`config.mk`:
```
export PLATFORM = sky130hd
export DESIGN_NAME = fft_frame_ctrl_flat
export DESIGN_NICKNAME = d
export VERILOG_FILES = /design/src/rtl/fft_frame_ctrl_if.sv /design/src/rtl/fft_frame_ctrl.sv /design/src/flat_wrapper.sv
export SDC_FILE = /design/constraint.sdc
export NUM_CORES = 1
export LEC_CHECK = 0
export CAP_MARGIN = 20
export CORE_MARGIN = 10
export CORE_UTILIZATION = 50
export DETAILED_ROUTE_END_ITERATION = 8
export PLACE_DENSITY = 0.91
export RECOVER_POWER = 50
export SETUP_SLACK_MARGIN = 0.15
export SKIP_LAST_GASP = 1
export SYNTH_ARGS = -nofsm -noshare
export SYNTH_HDL_FRONTEND = slang
export SYNTH_SLANG_ARGS = --single-unit
```
`constraint.sdc`:
```
create_clock -name clk -period 2.16 [get_ports clk]
set_input_delay 0.324 -clock clk [delete_from_list [all_inputs] [get_ports clk]]
set_output_delay 0.324 -clock clk [all_outputs]
set_load 0.005 [all_outputs]
```
`src/rtl/fft_frame_ctrl_if.sv`:
```
// fft_frame_ctrl_if: Avalon-ST style sink stream plus per-frame FFT configuration.
// Ports (signals): sink_valid/sop/eop/error, fftpts, inverse, sample_idx driven by the master;
// sink_ready driven by the slave (downstream FFT).
interface fft_frame_ctrl_if #(parameter int MAX_LOG2 = 10);
  logic                sink_valid;
  logic                sink_ready;
  logic                sink_sop;
  logic                sink_eop;
  logic [1:0]          sink_error;
  logic [MAX_LOG2:0]   fftpts;
  logic                inverse;
  logic [MAX_LOG2-1:0] sample_idx;
  modport master(output sink_valid, sink_sop, sink_eop, sink_error, fftpts, inverse, sample_idx,
                 input sink_ready);
  modport slave(input sink_valid, sink_sop, sink_eop, sink_error, fftpts, inverse, sample_idx,
                output sink_ready);
endinterface

```
`src/rtl/fft_frame_ctrl.sv`:
```
// fft_frame_ctrl: generates framed beat streams (sop..eop, N=2^k) for a streaming FFT.
// Ports: clk, reset_n (sync, active-low), enable, cfg_log2, cfg_inverse, frame_cnt (completed
// frames), bus (fft_frame_ctrl_if.master). Optional inter-frame gap enabled by macro FRAME_GAP_EN.
module fft_frame_ctrl #(
  parameter int MAX_LOG2   = 10,
  parameter int GAP_CYCLES = 4
) (
  input  logic        clk,
  input  logic        reset_n,
  input  logic        enable,
  input  logic [3:0]  cfg_log2,
  input  logic        cfg_inverse,
  output logic [15:0] frame_cnt,
  fft_frame_ctrl_if.master bus
);
  typedef enum logic [1:0] {
    IDLE,
    RUN
`ifdef FRAME_GAP_EN
    , GAP
`endif
  } state_t;
`ifdef FRAME_GAP_EN
  localparam bit use_gap = GAP_CYCLES != 0;
  localparam int gw = GAP_CYCLES > 1 ? $clog2(GAP_CYCLES) : 1;
  logic [gw-1:0] gap_cnt;
`else
  localparam bit use_gap = 1'b0;
`endif
  localparam logic [3:0] kmax = 4'(MAX_LOG2);
  state_t state;
  logic [3:0] k_eff;
  logic [MAX_LOG2:0] n_new, nxt;
  logic done, start;
  assign k_eff = cfg_log2 < 4'd3 ? 4'd3 : cfg_log2 > kmax ? kmax : cfg_log2;
  assign n_new = (MAX_LOG2+1)'(1) << k_eff;
  assign nxt = {1'b0, bus.sample_idx} + 1'b1;
  assign done = state == RUN && bus.sink_ready && bus.sink_eop;
  // Back-to-back restart happens straight from the eop acceptance when no gap is configured.
  assign start = enable && (state == IDLE || (done && !use_gap));
  assign bus.sink_error = 2'b00;
  always_ff @(posedge clk) begin
    if (!reset_n) begin
      state          <= IDLE;
      bus.sink_valid <= 1'b0;
      bus.sink_sop   <= 1'b0;
      bus.sink_eop   <= 1'b0;
      bus.sample_idx <= '0;
      bus.inverse    <= 1'b0;
      bus.fftpts     <= (MAX_LOG2+1)'(1) << MAX_LOG2;
      frame_cnt      <= '0;
`ifdef FRAME_GAP_EN
      gap_cnt        <= '0;
`endif
    end else begin
      if (done) frame_cnt <= frame_cnt + 16'd1;
      if (start) begin
        state          <= RUN;
        bus.sink_valid <= 1'b1;
        bus.sink_sop   <= 1'b1;
        bus.sink_eop   <= 1'b0;
        bus.sample_idx <= '0;
        bus.fftpts     <= n_new;
        bus.inverse    <= cfg_inverse;
      end else if (state == RUN && bus.sink_ready) begin
        if (bus.sink_eop) begin
          bus.sink_valid <= 1'b0;
          bus.sink_sop   <= 1'b0;
          bus.sink_eop   <= 1'b0;
          bus.sample_idx <= '0;
`ifdef FRAME_GAP_EN
          if (use_gap) begin
            state   <= GAP;
            gap_cnt <= gw'(GAP_CYCLES - 1);
          end else state <= IDLE;
`else
          state <= IDLE;
`endif
        end else begin
          bus.sample_idx <= bus.sample_idx + 1'b1;
          bus.sink_sop   <= 1'b0;
          bus.sink_eop   <= nxt == bus.fftpts - 1'b1;
        end
      end
`ifdef FRAME_GAP_EN
      else if (state == GAP) begin
        if (gap_cnt == '0) state <= IDLE;
        else gap_cnt <= gap_cnt - 1'b1;
      end
`endif
    end
  end
endmodule

```
`src/flat_wrapper.sv`:
```
// flat-port wrapper written by rule: the top's interface ports become plain ports
module fft_frame_ctrl_flat 
#(
  parameter int MAX_LOG2   = 10,
  parameter int GAP_CYCLES = 4
)
  (clk, reset_n, enable, cfg_log2, cfg_inverse, frame_cnt, bus_sink_valid, bus_sink_sop, bus_sink_eop, bus_sink_error, bus_fftpts, bus_inverse, bus_sample_idx, bus_sink_ready);
  fft_frame_ctrl_if #(.MAX_LOG2(MAX_LOG2)) bus_i ();
  input  logic clk;
  input  logic reset_n;
  input  logic enable;
  input  logic [3:0] cfg_log2;
  input  logic cfg_inverse;
  output logic [15:0] frame_cnt;
  output wire logic [$bits(bus_i.sink_valid)-1:0] bus_sink_valid;
  output wire logic [$bits(bus_i.sink_sop)-1:0] bus_sink_sop;
  output wire logic [$bits(bus_i.sink_eop)-1:0] bus_sink_eop;
  output wire logic [$bits(bus_i.sink_error)-1:0] bus_sink_error;
  output wire logic [$bits(bus_i.fftpts)-1:0] bus_fftpts;
  output wire logic [$bits(bus_i.inverse)-1:0] bus_inverse;
  output wire logic [$bits(bus_i.sample_idx)-1:0] bus_sample_idx;
  input wire logic [$bits(bus_i.sink_ready)-1:0] bus_sink_ready;
  assign bus_sink_valid = bus_i.sink_valid;
  assign bus_sink_sop = bus_i.sink_sop;
  assign bus_sink_eop = bus_i.sink_eop;
  assign bus_sink_error = bus_i.sink_error;
  assign bus_fftpts = bus_i.fftpts;
  assign bus_inverse = bus_i.inverse;
  assign bus_sample_idx = bus_i.sample_idx;
  assign bus_i.sink_ready = bus_sink_ready;
  fft_frame_ctrl #(.MAX_LOG2(MAX_LOG2), .GAP_CYCLES(GAP_CYCLES)) u_core (.clk(clk), .reset_n(reset_n), .enable(enable), .cfg_log2(cfg_log2), .cfg_inverse(cfg_inverse), .frame_cnt(frame_cnt), .bus(bus_i));
endmodule
```
==> impl_metrics.env, run 1 <==
export IMPL_status="completed"
export IMPL_flow_area_growth_from_synthesis_pct=33.9
export IMPL_most_common_layout_cells="dfxtp_1 (39), clkdlybuf4s50_1 (28), nand2_1 (24), xnor2_1 (24), dlygate4sd3_1 (21)"
export IMPL_synth_async_sr_flop_share_pct=0
export IMPL_ys_warn_count=0
export IMPL_port_buffer_count=49
export IMPL_cp_buffers_inverters=0
export IMPL_share_of_the_synthesized_netlist_area_taken_by_xor_and_xnor_gates_pct=16.8
export IMPL_cell_depth_of_the_worst_setup_path=7
export IMPL_worst_path_max_delay_cell="xnor3_1"
export IMPL_cts_tree="yes"
export IMPL_crit_path_max_incr_delay_ps=400
export IMPL_finalHoldViolCount=0
export IMPL_final_fill_count=343
export IMPL_avgRoutedWirePerCell_um=15.3
export IMPL_yosysSeqAreaShare_pct=37.3
export IMPL_reg2reg_setup_slack_ps=200
export IMPL_gr_usage_all_layers_pct=15.6
export IMPL_final_antenna_net_count=0
export IMPL_cts_inserted_buffers=5
export IMPL_drc=0
export IMPL_io_pins=52
export IMPL_grt_max_degree=16
export IMPL_grt_overflow_total=0
export IMPL_totalWireLength_um=5610
export IMPL_path_cells="ha_2 > and4_1 > and4_1 > xnor3_1 > nand2_1 > nor4_2 > a2bb2o_4"
export IMPL_totalPowerFinal_mw=1.43
export IMPL_place_hpwl_um=4270
export IMPL_synthFlopType="dfxtp_1"
export IMPL_layout_drive_gt1_share_pct=12.1
export IMPL_h_tree_depth=2
export IMPL_synth_fa_ha_area_share_pct=1.71
export IMPL_power_density_nw_per_um2=485
export IMPL_cp_data_required_time_ps=2370
export IMPL_clock_skew_final_ps=2.79
export IMPL_timing_max_transition_violations_final=0
export IMPL_r2r_start="u_core.bus.sample_idx[0]$_SDFFE_PP0P_"
export IMPL_worstSetupStartpoint="u_core.bus.sample_idx[0]$_SDFFE_PP0P_"
export IMPL_synth_ff_latch_count=41
export IMPL_setup_total_negative_slack_ps=0
export IMPL_design_final_nets=326
export IMPL_critPathCaptureType="flip-flop"
export IMPL_fp_dieW_um=86.3
export IMPL_dieHeight_um=86.3
export IMPL_mappedNetlistArea_um2=2200
export IMPL_synth_distinct_cells=43
export IMPL_path_delay_family="simple AND/OR/NAND/NOR gates"
export IMPL_worstReg2RegEnd="u_core.bus.sink_eop$_SDFFE_PP0P_"
export IMPL_layout_commonest_cell="dfxtp_1"
export IMPL_drt_first_pass_iters=4
export IMPL_clock_latency_on_the_worst_skew_pair_ps=300
export IMPL_fin_crit_sh_pct=90.8
export IMPL_grt_pass1_wl_um=9520
export IMPL_worst_ep_arrival_ps=2170
export IMPL_crit_end="u_core.bus.sink_eop$_SDFFE_PP0P_"
export IMPL_synth_top_family_by_area="simple AND/OR/NAND/NOR gates"
export IMPL_timing_reg2reg_worst_path_depth=7
export IMPL_clkSlewWorstSetupHoldPaths_ps=80
export IMPL_syn_instance_count=250
export IMPL_timing_setup_critical_path_class="reg -> reg"
export IMPL_place_congestion=0.906
export IMPL_avgSynthCellArea_um2=8.79
export IMPL_detail_route_vias_per_cell=5.44
export IMPL_effective_utilization_at_floorplan_pct=51.2
export IMPL_cp_start_kind="flip-flop"
export IMPL_antennaDiodeCount=0
export IMPL_max_vdd_ir_drop_mv=0.406
export IMPL_synth_edf_count=0
export IMPL_min_period_ps=1960
export IMPL_floorplan_die_area_um2=7450
export IMPL_synth_compound_area_share_pct=10.1
export IMPL_cts_root_buffer="clkbuf_8"
export IMPL_setup_violations=0
export IMPL_dpl_cell_area_um2=2830
export IMPL_cellLeakagePower_nw=1.17
export IMPL_post_synthesis_simple_gate_area_fraction_pct=29.4
export IMPL_core_um2=4290
export IMPL_final_design_area_excluding_fillers_um2=2940
export IMPL_achievable_frequency_mhz=510
export IMPL_path_max_fanout=5
export IMPL_vias_after_detailed_routing=1995
export IMPL_drt_iter0_drc=68
export IMPL_mux_contribution_to_synthesized_area_pct=0.455
export IMPL_cap_viol_max_count=0
export IMPL_cts_sinks=41
export IMPL_clock_path_buffers=2
export IMPL_number_of_antenna_violations_at_the_first_check_in_global_routing=0
export IMPL_setup_repair_after_global_routing_missed_its_margin="no"
export IMPL_cp_common_cell="and4_1"
export IMPL_placementRows=24
export IMPL_hp_class="reg -> reg"
export IMPL_first_global_vias=2053
Yosys cell counts, types with 4 or more instances:
library cell  instances  area [µm²]
dfxtp_1              41         821
xnor2_1              25         219
nand2_1              24        90.1
nor2_1               18        67.6
and2_1               15        93.8
a21oi_1              12        60.1
xor2_1               12         105
clkbuf_1              7        26.3
nand3_1               7        35.0
nand4_1               7        43.8
o21ai_0               7        35.0
inv_1                 6        22.5
nor2b_1               6        37.5
a21boi_0              5        37.5
and4_1                5        43.8
nor3_1                5        25.0
and3_1                4        25.0
or3_1                 4        25.0
metal layers:
metal | GRT usage, % | vias up | wire [µm]
li1 | - | 980 | -
met1 | 16.3 | 955 | 2290
met2 | 26.1 | 50 | 2710
met3 | 7.50 | 10 | 486
met4 | 6.48 | 0 | 112
met5 | 0 | - | 0
layout make-up:
| class | instances | area [µm²] | share of cell area [%] |
|---|---|---|---|
| Clock buffer | 6 | 72.6 | 2.46 |
| Clock inverter | 2 | 15.0 | 0.510 |
| Inverter | 6 | 22.5 | 0.765 |
| Multi-Input combinational cell | 192 | 1320 | 45.0 |
| Sequential cell | 41 | 823 | 28.0 |
| Tap cell | 52 | 65.1 | 2.21 |
| Timing Repair Buffer | 68 | 622 | 21.1 |
how the worst min path moves through the flow:
stage	start	to	slack, ps	cells past startpoint
6_report	u_core.bus.sink_sop$_SDFFE_PN0P_	u_core.bus.sink_sop$_SDFFE_PN0P_	470	2
5_1_grt	u_core.bus.fftpts[0]$_SDFFE_PN0P_	u_core.bus.fftpts[0]$_SDFFE_PN0P_	510	2
4_1_cts	u_core.bus.sink_sop$_SDFFE_PN0P_	u_core.bus.sink_sop$_SDFFE_PN0P_	480	2
3_5_place_dp	u_core.bus.inverse$_SDFFE_PN0P_	u_core.bus.inverse$_SDFFE_PN0P_	470	2
3_3_place_gp	u_core.bus.fftpts[0]$_SDFFE_PN0P_	u_core.bus.fftpts[0]$_SDFFE_PN0P_	450	2
2_1_floorplan	cfg_log2[0]	u_core.bus.fftpts[4]$_SDFFE_PN0P_	430	1
report_power, final:
group	total, mW	internal [mW]	switching [mW]
Combinational	0.142	0.0733	0.0689
Sequential	0.772	0.763	0.00830
Clock	0.512	0.228	0.285
Total	1.43	1.06	0.362
cell families (layout without fill, tap and decap cells):
logic type,count (synthesis),count (layout)
xor gates and xnor gates,39,39
muxes,1,1
DFF,41,41
and+or+nand+nor,114,114
other,1,2
adders and majority gates,3,3
AOI/OAI and AO/OA,33,33
buffers and inverters,18,82
tightest hold or removal path, stage by stage (launching register included):
cell	delay [ps]
dfxtp_1	320
nand2_1	50
a21boi_0	60
flip-flops by register name, summed over array words and instances (netlist names):
signal and cells:
u_core.bus.inverse 1, u_core.bus.sample_idx 10, u_core.bus.sink_valid 1, u_core.bus.sink_sop 1
u_core.bus.fftpts 11, u_core.frame_cnt 16, u_core.bus.sink_eop 1
through the flow:
step / hold slack, ps / setup slack [ps] / util (%) / cells
floorplan: 426 / 170 / - / 251
global placement: 446 / 94.0 / 65.8 / 358
detailed placement: 468 / 74.8 / 65.8 / 358
CTS: 478 / 170 / 67.8 / 366
global route: 514 / 155 / 68.6 / 367
finish: 468 / 198 / 68.6 / 367
repair_timing:
action | CTS | global route
endpoints found under the setup margin | 1 | 1
setup buffers | 0 | 1
gates resized for setup | 0 | 10
hold buffers | 0 | 0
pin swaps | 1 | 3
No activity file was read; power rests on OpenSTA's default activity.
==> run 2, diff against run 1 <==
CAP_MARGIN = unset   (was 20)
==> results of run 2 <==
No change in the layout: final DEF, timing and power equal those of run 1.
